--- src/rtl/ahb_master_arbiter_if.sv ---
// Bus bundle between the two masters and the arbiter, including the muxed slave-side signals.
// slave: arbiter view. master: view of the requesters and the slave read-data source.
interface ahb_master_arbiter_if;
  logic        m0_req,    m1_req;
  logic        m0_lock,   m1_lock;
  logic [31:0] m0_haddr,  m1_haddr;
  logic        m0_hwrite, m1_hwrite;
  logic [31:0] m0_hwdata, m1_hwdata;
  logic        m0_gnt,    m1_gnt;
  logic [31:0] HADDR;
  logic        HWRITE;
  logic [31:0] HWDATA;
  logic [31:0] HRDATA;
  logic [31:0] m_hrdata;
  logic [1:0]  bus_owner;

  modport slave (
    input  m0_req, m1_req, m0_lock, m1_lock,
    input  m0_haddr, m1_haddr, m0_hwrite, m1_hwrite, m0_hwdata, m1_hwdata,
    input  HRDATA,
    output m0_gnt, m1_gnt, HADDR, HWRITE, HWDATA, m_hrdata, bus_owner
  );

  modport master (
    output m0_req, m1_req, m0_lock, m1_lock,
    output m0_haddr, m1_haddr, m0_hwrite, m1_hwrite, m0_hwdata, m1_hwdata,
    output HRDATA,
    input  m0_gnt, m1_gnt, HADDR, HWRITE, HWDATA, m_hrdata, bus_owner
  );
endinterface

--- src/rtl/ahb_master_arbiter.sv ---
// Two-master AHB-lite arbiter: round-robin with bounded tenure, lock override,
// and a combinational address/write/data mux onto the shared slave bus.
module ahb_master_arbiter #(
  parameter int unsigned MAX_TENURE = 8
) (
  input logic                  HCLK,
  input logic                  HRESETn,
  ahb_master_arbiter_if.slave  bus
);

  localparam int unsigned     CW      = $clog2(MAX_TENURE + 1);
  localparam logic [CW-1:0]   TEN_MAX = CW'(MAX_TENURE - 1);

  // Encodings equal the bus_owner values so the output is the state itself.
  typedef enum logic [1:0] {
    IDLE = 2'b00,
    GNT0 = 2'b01,
    GNT1 = 2'b10
  } state_e;

  state_e        state_q, state_d;
  logic [CW-1:0] tenure_q, tenure_d;
  logic          last_owner_q, last_owner_d;   // 1 = M1
  logic          contested;

  always_ff @(posedge HCLK or negedge HRESETn) begin
    if (!HRESETn) begin
      state_q      <= IDLE;
      tenure_q     <= '0;
      last_owner_q <= 1'b1;
    end else begin
      state_q      <= state_d;
      tenure_q     <= tenure_d;
      last_owner_q <= last_owner_d;
    end
  end

  always_comb begin
    state_d      = state_q;
    tenure_d     = tenure_q;
    last_owner_d = last_owner_q;
    contested    = 1'b0;

    case (state_q)
      IDLE: begin
        if (bus.m0_req && bus.m1_req) state_d = last_owner_q ? GNT0 : GNT1;
        else if (bus.m0_req)          state_d = GNT0;
        else if (bus.m1_req)          state_d = GNT1;
      end
      GNT0: begin
        contested = bus.m1_req;
        if (!bus.m0_req)
          state_d = bus.m1_req ? GNT1 : IDLE;
        else if (bus.m1_req && !bus.m0_lock && (tenure_q == TEN_MAX))
          state_d = GNT1;
      end
      GNT1: begin
        contested = bus.m0_req;
        if (!bus.m1_req)
          state_d = bus.m0_req ? GNT0 : IDLE;
        else if (bus.m0_req && !bus.m1_lock && (tenure_q == TEN_MAX))
          state_d = GNT0;
      end
      default: state_d = IDLE;
    endcase

    // Saturation (not wrap) lets a locked owner hand over on the first unlocked edge.
    if ((state_d != state_q) || !contested) tenure_d = '0;
    else if (tenure_q != TEN_MAX)           tenure_d = tenure_q + CW'(1);

    if (state_d != state_q) begin
      if (state_d == GNT0) last_owner_d = 1'b0;
      if (state_d == GNT1) last_owner_d = 1'b1;
    end
  end

  assign bus.m0_gnt    = (state_q == GNT0);
  assign bus.m1_gnt    = (state_q == GNT1);
  assign bus.bus_owner = state_q;
  assign bus.m_hrdata  = bus.HRDATA;

  always_comb begin
    bus.HADDR  = '0;
    bus.HWRITE = 1'b0;
    bus.HWDATA = '0;
    case (state_q)
      GNT0: begin
        bus.HADDR  = bus.m0_haddr;
        bus.HWRITE = bus.m0_hwrite;
        bus.HWDATA = bus.m0_hwdata;
      end
      GNT1: begin
        bus.HADDR  = bus.m1_haddr;
        bus.HWRITE = bus.m1_hwrite;
        bus.HWDATA = bus.m1_hwdata;
      end
      default: ;
    endcase
  end

endmodule

--- src/flat_wrapper.sv ---
// flat-port wrapper written by rule: the top's interface ports become plain ports
module ahb_master_arbiter_flat 
#(
  parameter int unsigned MAX_TENURE = 8
)
  (HCLK, HRESETn, bus_m0_req, bus_m1_req, bus_m0_lock, bus_m1_lock, bus_m0_haddr, bus_m1_haddr, bus_m0_hwrite, bus_m1_hwrite, bus_m0_hwdata, bus_m1_hwdata, bus_HRDATA, bus_m0_gnt, bus_m1_gnt, bus_HADDR, bus_HWRITE, bus_HWDATA, bus_m_hrdata, bus_bus_owner);
  ahb_master_arbiter_if bus_i ();
  input logic HCLK;
  input logic HRESETn;
  input wire logic [$bits(bus_i.m0_req)-1:0] bus_m0_req;
  input wire logic [$bits(bus_i.m1_req)-1:0] bus_m1_req;
  input wire logic [$bits(bus_i.m0_lock)-1:0] bus_m0_lock;
  input wire logic [$bits(bus_i.m1_lock)-1:0] bus_m1_lock;
  input wire logic [$bits(bus_i.m0_haddr)-1:0] bus_m0_haddr;
  input wire logic [$bits(bus_i.m1_haddr)-1:0] bus_m1_haddr;
  input wire logic [$bits(bus_i.m0_hwrite)-1:0] bus_m0_hwrite;
  input wire logic [$bits(bus_i.m1_hwrite)-1:0] bus_m1_hwrite;
  input wire logic [$bits(bus_i.m0_hwdata)-1:0] bus_m0_hwdata;
  input wire logic [$bits(bus_i.m1_hwdata)-1:0] bus_m1_hwdata;
  input wire logic [$bits(bus_i.HRDATA)-1:0] bus_HRDATA;
  output wire logic [$bits(bus_i.m0_gnt)-1:0] bus_m0_gnt;
  output wire logic [$bits(bus_i.m1_gnt)-1:0] bus_m1_gnt;
  output wire logic [$bits(bus_i.HADDR)-1:0] bus_HADDR;
  output wire logic [$bits(bus_i.HWRITE)-1:0] bus_HWRITE;
  output wire logic [$bits(bus_i.HWDATA)-1:0] bus_HWDATA;
  output wire logic [$bits(bus_i.m_hrdata)-1:0] bus_m_hrdata;
  output wire logic [$bits(bus_i.bus_owner)-1:0] bus_bus_owner;
  assign bus_i.m0_req = bus_m0_req;
  assign bus_i.m1_req = bus_m1_req;
  assign bus_i.m0_lock = bus_m0_lock;
  assign bus_i.m1_lock = bus_m1_lock;
  assign bus_i.m0_haddr = bus_m0_haddr;
  assign bus_i.m1_haddr = bus_m1_haddr;
  assign bus_i.m0_hwrite = bus_m0_hwrite;
  assign bus_i.m1_hwrite = bus_m1_hwrite;
  assign bus_i.m0_hwdata = bus_m0_hwdata;
  assign bus_i.m1_hwdata = bus_m1_hwdata;
  assign bus_i.HRDATA = bus_HRDATA;
  assign bus_m0_gnt = bus_i.m0_gnt;
  assign bus_m1_gnt = bus_i.m1_gnt;
  assign bus_HADDR = bus_i.HADDR;
  assign bus_HWRITE = bus_i.HWRITE;
  assign bus_HWDATA = bus_i.HWDATA;
  assign bus_m_hrdata = bus_i.m_hrdata;
  assign bus_bus_owner = bus_i.bus_owner;
  ahb_master_arbiter #(.MAX_TENURE(MAX_TENURE)) u_core (.HCLK(HCLK), .HRESETn(HRESETn), .bus(bus_i));
endmodule
--- config.mk ---
export PLATFORM = sky130hd
export DESIGN_NAME = ahb_master_arbiter_flat
export DESIGN_NICKNAME = d
export VERILOG_FILES = /design/src/rtl/ahb_master_arbiter_if.sv /design/src/rtl/ahb_master_arbiter.sv /design/src/flat_wrapper.sv
export SDC_FILE = /design/constraint.sdc
export NUM_CORES = 1
export LEC_CHECK = 0
export ABC_CLOCK_PERIOD_IN_PS = 2700
export CAP_MARGIN = 20
export CORE_AREA = 2 2 105 107
export CTS_BUF_LIST = sky130_fd_sc_hd__clkbuf_4 sky130_fd_sc_hd__clkbuf_8 sky130_fd_sc_hd__clkbuf_16
export DETAILED_ROUTE_END_ITERATION = 7
export DIE_AREA = 0 0 107 109
export SYNTH_ARGS = -nofsm -noshare
export SYNTH_HDL_FRONTEND = slang
export SYNTH_SLANG_ARGS = --single-unit
export TNS_END_PERCENT = 20
--- constraint.sdc ---
create_clock -name HCLK -period 2.7 [get_ports HCLK]
set_input_delay 0.405 -clock HCLK [delete_from_list [all_inputs] [get_ports HCLK]]
set_output_delay 0.405 -clock HCLK [all_outputs]
set_load 0.02 [all_outputs]
# After elaboration in Yosys (flattened, before gate mapping)
# Cells that the tools add are included.
# word_totals
out_inout_bits,101
regBits,7
elab_cells,43
inputBits,168
# op_classes
add_sub_neg,1
mux,19
n_eq_ne,7
n_reduce_logical,13
# op_table
cell,n
32-bit one-hot mux with 2 select lines,2
2-bit two-way mux,9
4-bit two-way mux,2
2-bit one-hot mux with 3 select lines,1
1-bit logical AND,5
4-bit by 1-bit adder with 4-bit output (second input constant),1
2-bit by 1-bit equality test with 1-bit output (second input constant),2
2-bit equality test (second input constant),2
4-bit by 3-bit equality test with 1-bit output (second input constant),1
4-bit by 3-bit inequality test with 1-bit output (second input constant),1
1-bit one-hot mux with 2 select lines,2
2-bit nonzero test,2
1-bit logical NOT,3
1-bit two-way mux,3
2-bit logical NOT,1
2-bit inequality test,1
2-bit AND reduction,1
1-bit logical OR,1

# Logic depth before layout (Yosys ltp)
# logic_depth
ltp_word,9
ltp_mapped,10
depth_no_buf,9

# Worst setup path before layout
# Ideal clock, no wire load.
# synth_timing
kind,reg-to-reg
startpoint,"register u_core.state_q[1], in the netlist u_core.bus.bus_owner[1]"
endpoint,register u_core.last_owner_q
path_stages_with_launch,11
setup_time_ps,85
t_required_ps,2615
arrival_time_ps,2720
path_slack_ps,-105
n_path_buf,1
synth_period_minus_slack_ps,2805
cell_sequence,dfrtp_1 inv_1 ha_1 clkbuf_1 o21ba_1 a221o_1 a21oi_1 nor3_1 ha_1 nor4_1 mux2_1
# synth_via
word_cells_on_any_way,17
classes_between,eq/ne: 5; mux: 9; reduce/logical: 3
# synth_lines
element,line_no,source
from (decl),ahb_master_arbiter.sv:21,"state_e state_q, state_d;"
from (signal assigned),ahb_master_arbiter.sv:32,state_q <= state_d;
2-bit by 1-bit equality test with 1-bit output (*),--,
net bus_m0_gnt,flat_wrapper.sv:21,output wire logic [$bits(bus_i.m0_gnt)-1:0] bus_m0_gnt;
2-bit one-hot mux with 3 select lines (*),ahb_master_arbiter.sv:44,case (state_q)
net u_core.state_d[1],ahb_master_arbiter.sv:21,
2-bit equality test / 2-bit by 1-bit equality test with 1-bit output (equally long branches),"ahb_master_arbiter.sv:73, ahb_master_arbiter.sv:72",
2-bit nonzero test (no line),--,
2-bit AND reduction (no line),--,
to (signal assigned),ahb_master_arbiter.sv:34,last_owner_q <= last_owner_d;
to (decl),ahb_master_arbiter.sv:23,"logic last_owner_q, last_owner_d;"
# Mark *: on every way through the listed nets, which the timed path passes. The rest lies on a longest branch.
# A chain may end at the register's enable or synchronous reset.

# Final worst setup path
# layout_timing
startpoint,"register u_core.state_q[1], in the netlist u_core.bus.bus_owner[1]"
endpoint,output port bus_HADDR[17]
# layout_via
elab_chain_cells,2
word_cells_on_any_way,3
classes_between,eq/ne: 2; mux: 1
# layout_lines
element,line_no,source
2-bit equality test / 2-bit by 1-bit equality test with 1-bit output (equally long branches),ahb_master_arbiter.sv:86,case (state_q)
32-bit one-hot mux with 2 select lines (*),ahb_master_arbiter.sv:86,
to (decl),flat_wrapper.sv:23,output wire logic [$bits(bus_i.HADDR)-1:0] bus_HADDR;
# Mark *: on every way between the ends. The rest lies on a longest branch, timed or not.

==> results.cfg <==
[status]
status = completed

[logic_synthesis]
synth_area_leaders = a22oi_1, nor2b_1, buf_4
ys_ff_latch = 7
syn_avg_cell_area_um2 = 7.18
post-synth-top-count-cell = nor2b_1
async_flop_share = 1.00
synth_nets = 429
synth_largest_area_cell = a22oi_1
yosys.area.top_type_share = 0.267
synth.distinct_cells = 39
synth_edf_count = 0
ys.flop_type = dfrtp_1
synth_area_um2 = 1830
yosys-top-cells-count = nor2b_1, a22oi_1, buf_4
syn_inst = 255
synth_seq_area_share = 0.0964
ys_warn_count = 0

[timing]
hold_viol = 0
holdWs_ps = 444
max_freq_ghz = 0.387
relSlewSlack = 0.677
setup_ws_ps = 119
final_max_slew_viol_count = 0
tightest_slew_ps = 478
finalCriticalPeriod_ps = 2580
finClkSkew_ps = 0.429
finalSetupTns_ps = 0
finalSetupViolations = 0
finalCritPeriodShare = 0.956

[final_layout]
fin_util = 0.377
area_delta_synth_final_pct = 118
drive_gt1_frac = 0.0802
n_antenna_cell = 0
final_nets = 599
fin_cells = 564
design_area_um2 = 3990

[worst_setup_path]
cp_max_fo = 44
end_kind = output port
reg2reg_depth = 9
ff2ff_setup_slack_ps = 160
r2r_end = u_core.last_owner_q$_DFFE_PN1P_
crit_arrival_ps = 2180
r2r-start = u_core.bus.bus_owner[0]$_DFF_PN0_
required_ps = 2300
startpoint_type = register
path_class = reg -> out

[routing]
drc = 0
wirelength_um = 8110
first_pass_iters = 4
avgViaCountPerCell = 4.60
vias = 2596
antenna_left = 0
wl_per_cell_um = 14.4
drtIter0Drc = 117

[place]
dpl-instance-area_um2 = 3890
dp.cells = 560
dp_hpwl_um = 6630
dp_slack_ps = -110
gp_congestion = 0.899
io_buffers = 204

[clock_tree]
clk_path_buf_depth = 2
cts-buffers-inserted = 3
cts_tree = yes
htree_levels = 1
clock-sinks = 7
cts-root-buf = clkbuf_8
cts.reportedPaths.clkPinSlew_ps = 40
clk_latency_ps = 220
cts_setup_buffers = 0

[power]
sw_frac_of_total = 0.446
p_total_mw = 2.57
powerDensity_nw_per_um2 = 644
p_comb_frac = 0.882
seqPwrFrac = 0.058
ir_drop_mv = 0.287
p_int_mw = 1.42
p_clk_frac = 0.060
power_leakage_nw = 1.41
power.switching_mw = 1.15

[grt]
grt_max_degree = 45
grt_antenna_before_repair = 0
overflow = 0
grt_pass1_vias = 2520
grt_pass1_wl_um = 11600
track_usage = 0.121

[die]
die_area_um2 = 11700
ioPinCount = 269
core_region_area_um2 = 10600
die_w_um = 107
die_h_um = 109
rows = 38
start_util = 0.173

[job]
max-cap-violations = 0

[hold_path]
hold_class = in -> async
-- layout by cell type, fill, tap and decap left out, drive strengths merged, types with 4 or more instances in the layout --
cell	instances
buf	18
dfrtp	6
nand2	6
o21ai	6
inv	5
ha	6
a22oi	65
clkdlybuf4s50	201
clkbuf	4
nor2	6
nor2b	66
-- critical path: stages (launching register included) --
cell	delay, ps
dfrtp_2	390
inv_1	180
ha_4	240
buf_12	230
a22oi_1	140
nor2b_1	130
clkdlybuf4s50_1	610
-- power groups by stage --
stage	clock network, mW	registers, mW	logic, mW
final	0.153	0.149	2.27
after global routing	0.166	0.153	2.46
after detailed placement	0	0.147	2.21
after CTS	0.156	0.146	2.22
after floorplan	0	0.163	1.27
after global placement	0	0.146	2.20
-- layout make-up --
| type | count | area [um^2] |
|---|---|---|
| fillers | 1062 | 6610 |
| clock buffers | 4 | 48.8 |
| flip-flops and latches | 7 | 179 |
| inverters | 5 | 18.8 |
| repair buffers | 222 | 2230 |
| multi-input cells | 186 | 1340 |
| well taps | 140 | 175 |
-- per-layer routing --
metal  GRT usage  vias up  part of all wire
li1            -     1227                 -
met1       0.126     1188              0.36
met2       0.230      167              0.50
met3      0.0400       14              0.12
met4      0.0315        0             0.017
met5           0        -                 0
-- state kept, by name, summed over array words and instances (netlist names) --
signal and flops:
u_core.last_owner_q 1, u_core.bus.bus_owner 2, u_core.tenure_q 4
-- how the worst max path moves through the flow --
| stage | from | endpoint | slack [ps] |
|---|---|---|---|
| 4_1_cts | u_core.bus.bus_owner[0]$_DFF_PN0_ | bus_HADDR[31] | 20 |
| 6_report | u_core.bus.bus_owner[1]$_DFF_PN0_ | bus_HADDR[17] | 120 |
| 5_1_grt | bus_m1_req | u_core.last_owner_q$_DFFE_PN1P_ | -30 |
| 3_3_place_gp | bus_m0_lock | u_core.last_owner_q$_DFFE_PN1P_ | -30 |
| 2_1_floorplan | u_core.bus.bus_owner[0]$_DFF_PN0_ | u_core.last_owner_q$_DFFE_PN1P_ | 30 |
| 3_5_place_dp | bus_m1_req | u_core.last_owner_q$_DFFE_PN1P_ | -110 |
-- cells by family after synthesis --
logic type      after synthesis  share of synthesized area
simple gates                 95                      0.316
flops                         7                     0.0964
mux                           2                     0.0116
xor+xnor                      1                    0.00479
compound gates               82                      0.334
buf+inv                      62                      0.196
fa+ha+maj                     6                     0.0410
-- what timing repair did --
action,CTS,global route
hold buffers,0,0
resized for setup,0,13
endpoints found under the setup margin,0,62
(Power assumes the default switching activity.)
